**src/rtl/stop_seq_if.sv**
```systemverilog
// stop_seq_if: bundles the job input, counter control and result output
// of the stop sequencer.
//
//   master modport: the sequencer's view. It drives in_ready, cnt_reset_l,
//                   cnt_stop, out_valid, out_tag, out_cycles, out_err and busy.
//   slave modport : the environment's view (job source, counter, result sink).
//
// Handshakes: a transfer happens on a rising clk edge where valid && ready
// are both high. A producer keeps valid and its payload stable until that
// edge. ready may not depend combinationally on valid.
interface stop_seq_if #(
    parameter int STOP_WIDTH = 3,
    parameter int TAG_WIDTH  = 4,
    parameter int CYC_WIDTH  = 8
);
    // job input
    logic                  in_valid;
    logic                  in_ready;
    logic [STOP_WIDTH-1:0] in_stop;
    logic [TAG_WIDTH-1:0]  in_tag;
    // counter control
    logic                  cnt_reset_l;
    logic [STOP_WIDTH-1:0] cnt_stop;
    logic                  cnt_done;
    // result output
    logic                  out_valid;
    logic                  out_ready;
    logic [TAG_WIDTH-1:0]  out_tag;
    logic [CYC_WIDTH-1:0]  out_cycles;
    logic                  out_err;
    // status
    logic                  busy;

    modport master (
        input  in_valid, in_stop, in_tag, cnt_done, out_ready,
        output in_ready, cnt_reset_l, cnt_stop, out_valid, out_tag,
               out_cycles, out_err, busy
    );

    modport slave (
        output in_valid, in_stop, in_tag, cnt_done, out_ready,
        input  in_ready, cnt_reset_l, cnt_stop, out_valid, out_tag,
               out_cycles, out_err, busy
    );
endinterface

```
**src/rtl/stop_sequencer.sv**
```systemverilog
// stop_sequencer: job controller for the stop counter.
//
// Accepts (stop, tag) jobs into a small FIFO, programs the counter's stop
// value while the counter is held in reset, releases the counter for one
// job at a time, and returns a tagged result carrying the number of RUN
// cycles until the counter reported done.
//
// Ports:
//   clk        clock
//   reset_l    asynchronous, active-low reset
//   bus        stop_seq_if.master: job input (in_*), counter control
//              (cnt_reset_l, cnt_stop, cnt_done), result output (out_*), busy
//   dbg_state  current FSM state (0 IDLE, 1 CLEAR, 2 RUN, 3 REPORT)
//
// Handshakes: a transfer happens on a rising clk edge where valid && ready
// are both high. in_ready is registered and equals !full. out_valid and the
// result payload are held stable until out_ready is seen.
//
// Optional feature: define STOP_SEQ_TIMEOUT_EN to abort a job that has not
// finished after TIMEOUT RUN cycles (reported with out_err=1). Without it
// out_err is tied to 0 and TIMEOUT is only range-checked.
module stop_sequencer #(
    parameter int STOP_WIDTH = 3,
    parameter int DEPTH      = 4,
    parameter int TAG_WIDTH  = 4,
    parameter int CYC_WIDTH  = 8,
    parameter int TIMEOUT    = 6
) (
    input  logic        clk,
    input  logic        reset_l,
    stop_seq_if.master  bus,
    output logic [1:0]  dbg_state
);
    localparam int AW    = $clog2(DEPTH);
    localparam int CNT_W = AW + 1;

    typedef enum logic [1:0] {
        S_IDLE   = 2'd0,
        S_CLEAR  = 2'd1,
        S_RUN    = 2'd2,
        S_REPORT = 2'd3
    } state_t;

    // Elaboration-time parameter sanity checks.
    if (CYC_WIDTH < STOP_WIDTH + 1) begin : g_bad_cyc_width
        $error("stop_sequencer: CYC_WIDTH must be >= STOP_WIDTH+1");
    end
    if ((DEPTH < 2) || ((DEPTH & (DEPTH - 1)) != 0)) begin : g_bad_depth
        $error("stop_sequencer: DEPTH must be a power of 2 and >= 2");
    end
    if ((TIMEOUT < 0) || (TIMEOUT >= (1 << CYC_WIDTH))) begin : g_bad_timeout
        $error("stop_sequencer: TIMEOUT must fit in CYC_WIDTH bits");
    end

    // ------------------------------------------------------------------
    // Job FIFO
    // ------------------------------------------------------------------
    logic [STOP_WIDTH-1:0] stop_mem [DEPTH];
    logic [TAG_WIDTH-1:0]  tag_mem  [DEPTH];
    logic [AW-1:0]         wr_ptr_q;
    logic [AW-1:0]         rd_ptr_q;
    logic [CNT_W-1:0]      count_q;
    logic [CNT_W-1:0]      count_d;
    logic                  in_ready_q;
    logic                  head_seen_q;
    logic                  push;
    logic                  pop;

    assign push = bus.in_valid && in_ready_q;

    always_comb begin
        count_d = count_q;
        case ({push, pop})
            2'b10:   count_d = count_q + CNT_W'(1);
            2'b01:   count_d = count_q - CNT_W'(1);
            default: count_d = count_q;
        endcase
    end

    // Storage has no reset; only pointers/count define what is valid.
    always_ff @(posedge clk) begin
        if (push) begin
            stop_mem[wr_ptr_q] <= bus.in_stop;
            tag_mem[wr_ptr_q]  <= bus.in_tag;
        end
    end

    // head_seen_q is count_q!=0 delayed by one edge: a job pushed into an
    // empty FIFO becomes visible to the FSM one edge after acceptance.
    always_ff @(posedge clk or negedge reset_l) begin
        if (!reset_l) begin
            wr_ptr_q    <= '0;
            rd_ptr_q    <= '0;
            count_q     <= '0;
            in_ready_q  <= 1'b0;
            head_seen_q <= 1'b0;
        end else begin
            if (push) wr_ptr_q <= wr_ptr_q + AW'(1);
            if (pop)  rd_ptr_q <= rd_ptr_q + AW'(1);
            count_q     <= count_d;
            in_ready_q  <= (count_d != CNT_W'(DEPTH));
            head_seen_q <= (count_q != '0);
        end
    end

    // ------------------------------------------------------------------
    // Sequencing FSM
    // ------------------------------------------------------------------
    state_t                state_q,       state_d;
    logic                  cnt_reset_l_q, cnt_reset_l_d;
    logic [STOP_WIDTH-1:0] cnt_stop_q,    cnt_stop_d;
    logic [TAG_WIDTH-1:0]  job_tag_q,     job_tag_d;
    logic [CYC_WIDTH-1:0]  cyc_q,         cyc_d;
    logic                  out_valid_q,   out_valid_d;
    logic [TAG_WIDTH-1:0]  out_tag_q,     out_tag_d;
    logic [CYC_WIDTH-1:0]  out_cycles_q,  out_cycles_d;
`ifdef STOP_SEQ_TIMEOUT_EN
    localparam logic [CYC_WIDTH-1:0] TIMEOUT_CYC = CYC_WIDTH'(TIMEOUT);
    logic                  out_err_q,     out_err_d;
`endif

    always_ff @(posedge clk or negedge reset_l) begin
        if (!reset_l) begin
            state_q       <= S_IDLE;
            cnt_reset_l_q <= 1'b0;
            cnt_stop_q    <= '0;
            job_tag_q     <= '0;
            cyc_q         <= '0;
            out_valid_q   <= 1'b0;
            out_tag_q     <= '0;
            out_cycles_q  <= '0;
`ifdef STOP_SEQ_TIMEOUT_EN
            out_err_q     <= 1'b0;
`endif
        end else begin
            state_q       <= state_d;
            cnt_reset_l_q <= cnt_reset_l_d;
            cnt_stop_q    <= cnt_stop_d;
            job_tag_q     <= job_tag_d;
            cyc_q         <= cyc_d;
            out_valid_q   <= out_valid_d;
            out_tag_q     <= out_tag_d;
            out_cycles_q  <= out_cycles_d;
`ifdef STOP_SEQ_TIMEOUT_EN
            out_err_q     <= out_err_d;
`endif
        end
    end

    always_comb begin
        state_d       = state_q;
        pop           = 1'b0;
        cnt_reset_l_d = cnt_reset_l_q;
        cnt_stop_d    = cnt_stop_q;
        job_tag_d     = job_tag_q;
        cyc_d         = cyc_q;
        out_valid_d   = out_valid_q;
        out_tag_d     = out_tag_q;
        out_cycles_d  = out_cycles_q;
`ifdef STOP_SEQ_TIMEOUT_EN
        out_err_d     = out_err_q;
`endif
        case (state_q)
            S_IDLE: begin
                // Counter stays in reset; cnt_stop may only change here.
                cnt_reset_l_d = 1'b0;
                if (head_seen_q && (count_q != '0)) begin
                    pop        = 1'b1;
                    cnt_stop_d = stop_mem[rd_ptr_q];
                    job_tag_d  = tag_mem[rd_ptr_q];
                    state_d    = S_CLEAR;
                end
            end
            S_CLEAR: begin
                // One settling cycle with cnt_stop stable, then release.
                cnt_reset_l_d = 1'b1;
                cyc_d         = '0;
                state_d       = S_RUN;
            end
            S_RUN: begin
                // cnt_done has priority over the timeout in the same cycle.
                if (bus.cnt_done) begin
                    out_valid_d  = 1'b1;
                    out_tag_d    = job_tag_q;
                    out_cycles_d = cyc_q;
`ifdef STOP_SEQ_TIMEOUT_EN
                    out_err_d    = 1'b0;
`endif
                    state_d      = S_REPORT;
                end
`ifdef STOP_SEQ_TIMEOUT_EN
                else if (cyc_q == TIMEOUT_CYC) begin
                    out_valid_d  = 1'b1;
                    out_tag_d    = job_tag_q;
                    out_cycles_d = TIMEOUT_CYC;
                    out_err_d    = 1'b1;
                    state_d      = S_REPORT;
                end
`endif
                else if (cyc_q != '1) begin
                    cyc_d = cyc_q + CYC_WIDTH'(1);
                end
            end
            S_REPORT: begin
                // Counter keeps running here; its done is ignored.
                if (bus.out_ready) begin
                    out_valid_d   = 1'b0;
                    cnt_reset_l_d = 1'b0;
                    state_d       = S_IDLE;
                end
            end
            default: state_d = S_IDLE;
        endcase
    end

    // ------------------------------------------------------------------
    // Outputs
    // ------------------------------------------------------------------
    assign bus.in_ready    = in_ready_q;
    assign bus.cnt_reset_l = cnt_reset_l_q;
    assign bus.cnt_stop    = cnt_stop_q;
    assign bus.out_valid   = out_valid_q;
    assign bus.out_tag     = out_tag_q;
    assign bus.out_cycles  = out_cycles_q;
`ifdef STOP_SEQ_TIMEOUT_EN
    assign bus.out_err     = out_err_q;
`else
    assign bus.out_err     = 1'b0;
`endif
    assign bus.busy        = (state_q != S_IDLE) || (count_q != '0);
    assign dbg_state       = state_q;
endmodule

```
**src/flat_wrapper.sv**
```systemverilog
// flat-port wrapper written by rule: the top's interface ports become plain ports
module stop_sequencer_flat 
#(
    parameter int STOP_WIDTH = 3,
    parameter int DEPTH      = 4,
    parameter int TAG_WIDTH  = 4,
    parameter int CYC_WIDTH  = 8,
    parameter int TIMEOUT    = 6
)
  (clk, reset_l, dbg_state, bus_in_valid, bus_in_stop, bus_in_tag, bus_cnt_done, bus_out_ready, bus_in_ready, bus_cnt_reset_l, bus_cnt_stop, bus_out_valid, bus_out_tag, bus_out_cycles, bus_out_err, bus_busy);
  stop_seq_if #(.STOP_WIDTH(STOP_WIDTH), .TAG_WIDTH(TAG_WIDTH), .CYC_WIDTH(CYC_WIDTH)) bus_i ();
  input  logic clk;
  input  logic reset_l;
  output logic [1:0] dbg_state;
  input wire logic [$bits(bus_i.in_valid)-1:0] bus_in_valid;
  input wire logic [$bits(bus_i.in_stop)-1:0] bus_in_stop;
  input wire logic [$bits(bus_i.in_tag)-1:0] bus_in_tag;
  input wire logic [$bits(bus_i.cnt_done)-1:0] bus_cnt_done;
  input wire logic [$bits(bus_i.out_ready)-1:0] bus_out_ready;
  output wire logic [$bits(bus_i.in_ready)-1:0] bus_in_ready;
  output wire logic [$bits(bus_i.cnt_reset_l)-1:0] bus_cnt_reset_l;
  output wire logic [$bits(bus_i.cnt_stop)-1:0] bus_cnt_stop;
  output wire logic [$bits(bus_i.out_valid)-1:0] bus_out_valid;
  output wire logic [$bits(bus_i.out_tag)-1:0] bus_out_tag;
  output wire logic [$bits(bus_i.out_cycles)-1:0] bus_out_cycles;
  output wire logic [$bits(bus_i.out_err)-1:0] bus_out_err;
  output wire logic [$bits(bus_i.busy)-1:0] bus_busy;
  assign bus_i.in_valid = bus_in_valid;
  assign bus_i.in_stop = bus_in_stop;
  assign bus_i.in_tag = bus_in_tag;
  assign bus_i.cnt_done = bus_cnt_done;
  assign bus_i.out_ready = bus_out_ready;
  assign bus_in_ready = bus_i.in_ready;
  assign bus_cnt_reset_l = bus_i.cnt_reset_l;
  assign bus_cnt_stop = bus_i.cnt_stop;
  assign bus_out_valid = bus_i.out_valid;
  assign bus_out_tag = bus_i.out_tag;
  assign bus_out_cycles = bus_i.out_cycles;
  assign bus_out_err = bus_i.out_err;
  assign bus_busy = bus_i.busy;
  stop_sequencer #(.STOP_WIDTH(STOP_WIDTH), .DEPTH(DEPTH), .TAG_WIDTH(TAG_WIDTH), .CYC_WIDTH(CYC_WIDTH), .TIMEOUT(TIMEOUT)) u_core (.clk(clk), .reset_l(reset_l), .bus(bus_i), .dbg_state(dbg_state));
endmodule
```
**config.mk**
```make
export PLATFORM = sky130hd
export DESIGN_NAME = stop_sequencer_flat
export DESIGN_NICKNAME = d
export VERILOG_FILES = /design/src/rtl/stop_seq_if.sv /design/src/rtl/stop_sequencer.sv /design/src/flat_wrapper.sv
export SDC_FILE = /design/constraint.sdc
export NUM_CORES = 1
export LEC_CHECK = 0
export ABC_AREA = 0
export CAP_MARGIN = 15
export CORE_UTILIZATION = 45
export CTS_BUF_LIST = sky130_fd_sc_hd__clkbuf_4
export DETAILED_ROUTE_END_ITERATION = 10
export PLACE_DENSITY_LB_ADDON = 0.25
export REMOVE_ABC_BUFFERS = 1
export SYNTH_ARGS = -nofsm -noshare
export SYNTH_HDL_FRONTEND = slang
export SYNTH_SLANG_ARGS = --single-unit
```
**constraint.sdc**
```tcl
create_clock -name clk -period 2.8 [get_ports clk]
set_input_delay 0.28 -clock clk [delete_from_list [all_inputs] [get_ports clk]]
set_output_delay 0.28 -clock clk [all_outputs]
set_load 0.01 [all_outputs]
```
==> impl_metrics.yaml, run 1 <==
synth:
  ys_async_sr_fraction: 0.588
  synthTopCellsByArea: "dfrtp_1 33%, edfxtp_1 28%, mux4_2 5.2%, ha_1 5.0%, mux2_2 4.9%"
  yosysWarnings: 0
  yosysSeqAreaShare: 0.612
  yosys_register_bits: 68
  synth_edf_count: 28
  syn_area_um2: 3010
  netlist_instances: 200
  synth.avg_cell_area_um2: 15.1
  ys_types: 41
  synth_largest_area_cell: "dfrtp_1"
  synth.top_cell.area_share: 0.332
  synth-main-ff-cell: "dfrtp_1"
placement:
  io_buffers: 32
  post-dp-hpwl_mm: 3.30
  dp_worst_setup_slack_ps: 192
  place.gp.congestion: 0.879
clock_tree:
  cts_root_buf: "clkbuf_4"
  cts_tree: "done"
  htreeDepth: 3
  clock-sinks: 68
  cts_setup_buffers: 0
  path_clk_slew_ps: 130
  clockBufferDepth: 2
  clk_latency_ps: 420
  numCtsBuffers: 9
timing:
  slew-limit-headroom: 0.412
  post-route-period-util: 0.927
  max_clock_freq_ghz: 0.385
  setup_ws_ps: 204
  tns_ps: 0
  skew_ps: 13.2
  fin_crit_ps: 2600
  holdWs_ps: 486
  setup_violations: 0
  drv_slew: 0
  worst_pin_slew_ps: 881
  grt_setup_unrepaired: "false"
  hold_viol_final: 0
setup_path:
  arrival_ps: 2920
  crit_top_cell: "inv_1"
  path_class: "flop to flop"
  slowest_delay_ps: 430
  cpLargestDelayFamily: "adder cells"
  endpoint_kind: "flop"
  critical_path.cell_chain: "inv_1 -> ha_2 -> o311a_1 -> ha_1 -> inv_1 -> fa_1 -> xor2_1 -> or3_1 -> a211o_1"
  cp_max_fo: 5
  required_ps: 3120
  cp_slowest_cell: "dfrtp_1"
  critPathLaunchType: "flop"
  path_buf_inv: 2
finish:
  drive_gt1_frac: 0.209
  area_growth_syn_to_layout_pct: 18.1
  num-nets-final: 264
  layout_commonest_cell: "dfrtp_1"
  nFillCells: 529
  layout_common_cells: "40 x dfrtp_1, 31 x clkdlybuf4s50_1, 28 x edfxtp_1"
  n_antenna_cell: 0
  postLayoutCoreUtil: 0.554
outcome:
  status: "finished, violations left"
  violations: "DRC"
grt:
  grtUsageTotal: 0.160
  antenna_found_initial: 0
  grt_start_max_net_pins: 41
  overflow: 0
  grt_first_pass_wirelength_mm: 8.38
  grt_pass1_vias: 1709
run:
  maxCapViolations: 0
die:
  initial_core_util: 0.469
  chipWidth_um: 83.8
  ioPinCount: 34
  die_height_um: 83.8
  num_rows: 29
  dieArea_um2: 7020
  core_um2: 6420
worst_hold_path:
  hold_class: "input pin to flop"
drt:
  vias: 1717
  avgViaCountPerCell: 5.35
  drt_wl_total_mm: 4.84
  wl_met3_um: 180
  first_pass_iters: 7
  initialDrtViolationCount: 41
  wl_met1_mm: 2.19
  route.met2.wl_mm: 2.34
  drc: 4
  top_layer: "met4"
  routedWlPerCell_um: 15.1
  postRouteAntennaNets: 0
power_and_ir_drop:
  finalPower_mw: 3.57
  p_per_area_nw_per_um2: 1000
  vdd_drop_max_v: 0.000538
  p_leak_nw: 1.47
[synth_stat cells (3+ instances only)]
master,count
edfxtp_1,28
and3_1,6
ha_1,12
xnor2_1,3
nor3_1,4
a211oi_1,4
o21ai_0,4
inv_1,13
dfrtp_1,40
nor2_1,3
mux4_2,7
a21oi_1,3
mux2_2,13
mux2i_1,5
a31oi_1,3
mux2_4,8
nand2_1,12
[timing repair]
action,4_1_cts,5_1_grt
resized for setup,0,1
hold buffers,1,0
hold endpoints to repair,37,0
setup endpoints to repair,0,1
[final timing paths]
| kind | from | endpoint | slack, ps | cells past startpoint |
|---|---|---|---|---|
| worst max-delay path | u_core.dbg_state[0]$_DFFE_PN0P_ | u_core.bus.in_ready$_DFF_PN0_ | 200 | 9 |
| worst min-delay path | bus_in_tag[0] | u_core.tag_mem[1][0]$_DFFE_PP_ | 490 | 1 |
| worst max register to register | u_core.dbg_state[0]$_DFFE_PN0P_ | u_core.bus.in_ready$_DFF_PN0_ | 200 | 9 |
| worst min register to register | u_core.bus.out_cycles[5]$_DFFE_PN0P_ | u_core.bus.out_cycles[5]$_DFFE_PN0P_ | 520 | 1 |
| max in group asynchronous | reset_l | u_core.wr_ptr_q[0]$_DFFE_PN0P_ | 1730 | 2 |
| min in group asynchronous | reset_l | u_core.bus.cnt_reset_l$_DFFE_PN0P_ | 500 | 2 |
[cells by family (layout without fill, tap and decap cells)]
group	count (synthesis)	in the layout	synth area share
AO/OA/AOI/OAI	22	22	0.0569
flip-flops	68	68	0.612
adder cells (fa/ha/maj)	13	13	0.0565
XOR/XNOR	5	5	0.0145
buffers and inverters	20	64	0.0307
AND/OR/NAND/NOR	38	38	0.0710
multiplexers	33	33	0.157
other	1	1	0.00125
[flip-flops by register name, summed over array words and instances (netlist names), 2 cells and up]
| register | count |
|---|---|
| u_core.tag_mem | 16 |
| u_core.stop_mem | 12 |
| u_core.bus.out_cycles | 8 |
| u_core.cyc_q | 8 |
| u_core.bus.out_tag | 4 |
| u_core.job_tag_q | 4 |
| u_core.bus.cnt_stop | 3 |
| u_core.count_q | 3 |
| u_core.dbg_state | 2 |
| u_core.rd_ptr_q | 2 |
| u_core.wr_ptr_q | 2 |
[metal layers]
metal / global-route usage / vias to the layer above
met5: 0 / -
met4: 0.100 / 0
met3: 0.0356 / 9
met2: 0.244 / 40
met1: 0.207 / 851
li1: - / 817
[cell type report]
class / instances / area [um2] / area share
well taps: 77 / 96.3 / 0.0271
flip-flops and latches: 68 / 1840 / 0.518
clock buffers: 9 / 67.6 / 0.0190
repair buffers: 35 / 340 / 0.0957
inverters: 13 / 48.8 / 0.0137
multi-input cells: 112 / 1080 / 0.304
clock inverters: 7 / 82.6 / 0.0232
[metrics by stage]
stage | instances | instance area (um2)
2_1_floorplan | 193 | 2970
3_3_place_gp | 304 | 3390
3_5_place_dp | 304 | 3390
4_1_cts | 321 | 3550
5_1_grt | 321 | 3560
6_report | 321 | 3560
[power by group]
part	switching, mW	internal, mW	leakage (nW)	total (mW)
clock	0.396	0.287	0.0755	0.683
combinational	0.560	0.764	0.643	1.32
sequential	0.227	1.34	0.754	1.57
total	1.18	2.39	1.47	3.57
[worst reg2reg max path: cells and delay by family (launching register included)]
family | cells | cell delay [ps]
AOI/OAI and AO/OA | 2 | 490
xor gates and xnor gates | 1 | 160
adders and majority gates | 3 | 850
buffers and inverters | 2 | 230
DFF | 1 | 430
and+or+nand+nor | 1 | 330
Power figures use the tool's default switching activity.
==> inputs of run 2 (changes only) <==
--- a/config.mk
+++ b/config.mk
@@ -6,7 +6,7 @@
 export NUM_CORES = 1
 export LEC_CHECK = 0
 export ABC_AREA = 0
-export CAP_MARGIN = 15
+export CAP_MARGIN = 40
 export CORE_UTILIZATION = 45
 export CTS_BUF_LIST = sky130_fd_sc_hd__clkbuf_4
 export DETAILED_ROUTE_END_ITERATION = 10
==> run 2 against run 1 <==
The flow still finishes with violations (DRC). Wire length grew 0.85%. Critical path depth is the same. Via count shrank 2.4%. Largest cell class unchanged. Register-to-register slack gained 20 ps. Fmax grew 0.89%. Sequential power is essentially flat. Critical path type unchanged. Largest power group unchanged. Combinational power is essentially flat.
==> impl_metrics.yaml, run 2 (synthesis gave the netlist of run 1 again) <==
outcome:
  status: "finished, violations left"
  violations: "DRC"
die:
  ioPinCount: 34
  core_um2: 6420
  dieArea_um2: 7020
  chipWidth_um: 83.8
  initial_core_util: 0.469
  num_rows: 29
  die_height_um: 83.8
setup_path:
  r2r_setup_slack_ps: 230
  r2r_end: "u_core.bus.in_ready$_DFF_PN0_"
  required_ps: 3130
  cp_max_fo: 5
  critPathLaunchType: "flop"
  regToRegStartpoint: "u_core.dbg_state[0]$_DFFE_PN0P_"
  endpoint_kind: "flop"
  arrival_ps: 2900
  crit_path_start: "u_core.dbg_state[0]$_DFFE_PN0P_"
  path_class: "flop to flop"
  r2r.worst_path.cells: 9
grt:
  overflow: 0
  grt_start_max_net_pins: 22
  grt_pass1_vias: 1684
  grt_first_pass_wirelength_mm: 8.41
  grtUsageTotal: 0.160
  antenna_found_initial: 0
finish:
  layout_commonest_cell: "dfrtp_1"
  top_register: "u_core.tag_mem"
  largest_reg_flops: 16
  num-nets-final: 265
  fin_cells: 322
  layout_common_cells: "40 x dfrtp_1, 31 x clkdlybuf4s50_1, 28 x edfxtp_1"
  n_antenna_cell: 0
  area_growth_syn_to_layout_pct: 18.9
  reg_top3: "u_core.tag_mem: 16 flops, u_core.stop_mem: 12 flops"
  nFillCells: 521
  drive_gt1_frac: 0.212
drt:
  initialDrtViolationCount: 53
  avgViaCountPerCell: 5.20
  postRouteAntennaNets: 0
  routedWlPerCell_um: 15.2
  vias: 1676
  drc: 3
  first_pass_iters: 9
  drt_wl_total_mm: 4.88
clock_tree:
  clk_latency_ps: 420
  htreeDepth: 3
  cts_root_buf: "clkbuf_4"
  path_clk_slew_ps: 130
  clockBufferDepth: 2
  cts_setup_buffers: 0
  clock-sinks: 68
  cts_tree: "done"
  numCtsBuffers: 9
timing:
  tns_ps: 0
  slew-limit-headroom: 0.633
  hold_viol_final: 0
  setup_violations: 0
  drv_slew: 0
  skew_ps: 22.6
  grt_setup_unrepaired: "false"
  post-route-period-util: 0.919
  fin_crit_ps: 2570
  max_clock_freq_ghz: 0.389
  worst_pin_slew_ps: 549
power_and_ir_drop:
  p_leak_nw: 1.48
  finalPower_mw: 3.58
  vdd_drop_max_v: 0.000565
  seq_power_share: 0.439
  p_sw_frac: 0.331
  p_int_mw: 2.39
  switchingPower_mw: 1.18
  p_per_area_nw_per_um2: 998
  clkPwrFrac: 0.190
  pwr-share-comb: 0.371
run:
  maxCapViolations: 0
placement:
  dp_cells: 305
  place.gp.congestion: 0.879
  post-dp-hpwl_mm: 3.38
  io_buffers: 32
worst_hold_path:
  hold_class: "input pin to async pin"
[run 2: what timing repair did]
action,in CTS,in global routing
resized for setup,0,1
hold buffers,1,0
setup endpoints to repair,0,1
endpoints found under the hold margin,20,0
[run 2: layout make-up]
type	instances	area, um2	area share
sequential	68	1840	0.514
multi-input combinational	112	1080	0.301
timing repair buffer	36	368	0.103
tap	77	96.3	0.0269
clock inverter	7	80.1	0.0224
clock buffer	9	67.6	0.0189
inverter	13	48.8	0.0136
[run 2: metrics by stage]
step	area, um2	setup slack [ps]	util	hold WS [ps]
after global placement	3390	248	0.529	458
after global routing	3580	25.3	0.558	369
after CTS	3580	189	0.557	326
after detailed placement	3420	204	0.533	277
after floorplan	2970	-81.3	-	-15.6
final	3580	227	0.558	337
[run 2: how the worst max path moves through the flow]
stage	to	slack (ps)	depth (start not counted)
after floorplan	u_core.bus.in_ready$_DFF_PN0_	-80	9
after global placement	u_core.bus.in_ready$_DFF_PN0_	250	9
after detailed placement	u_core.bus.in_ready$_DFF_PN0_	200	9
after CTS	u_core.bus.in_ready$_DFF_PN0_	190	9
after global routing	u_core.bus.in_ready$_DFF_PN0_	30	9
final	u_core.bus.in_ready$_DFF_PN0_	230	9
[run 2: metal layers]
layer	GRT usage	wire length [um]	part of all wire	vias to the layer above
met3	0.0336	197	0.040	10
met1	0.212	2250	0.46	807
met2	0.241	2310	0.47	41
met5	0	0	0	-
li1	-	-	-	818
met4	0.105	123	0.025	0
[run 2: critical path, stage by stage (launching register included)]
cell	delay [ps]
dfrtp_1	430
inv_1	160
ha_2	240
o311a_1	200
ha_1	180
inv_1	70
fa_1	420
xor2_1	160
or3_1	330
a211o_1	300
[run 2: power groups by stage]
stage	clock network [mW]	logic [mW]	registers [mW]
floorplan	0	0.870	1.59
global placement	0	1.32	1.60
detailed placement	0	1.34	1.60
CTS	0.708	1.35	1.58
global route	0.741	1.47	1.62
finish	0.679	1.33	1.57
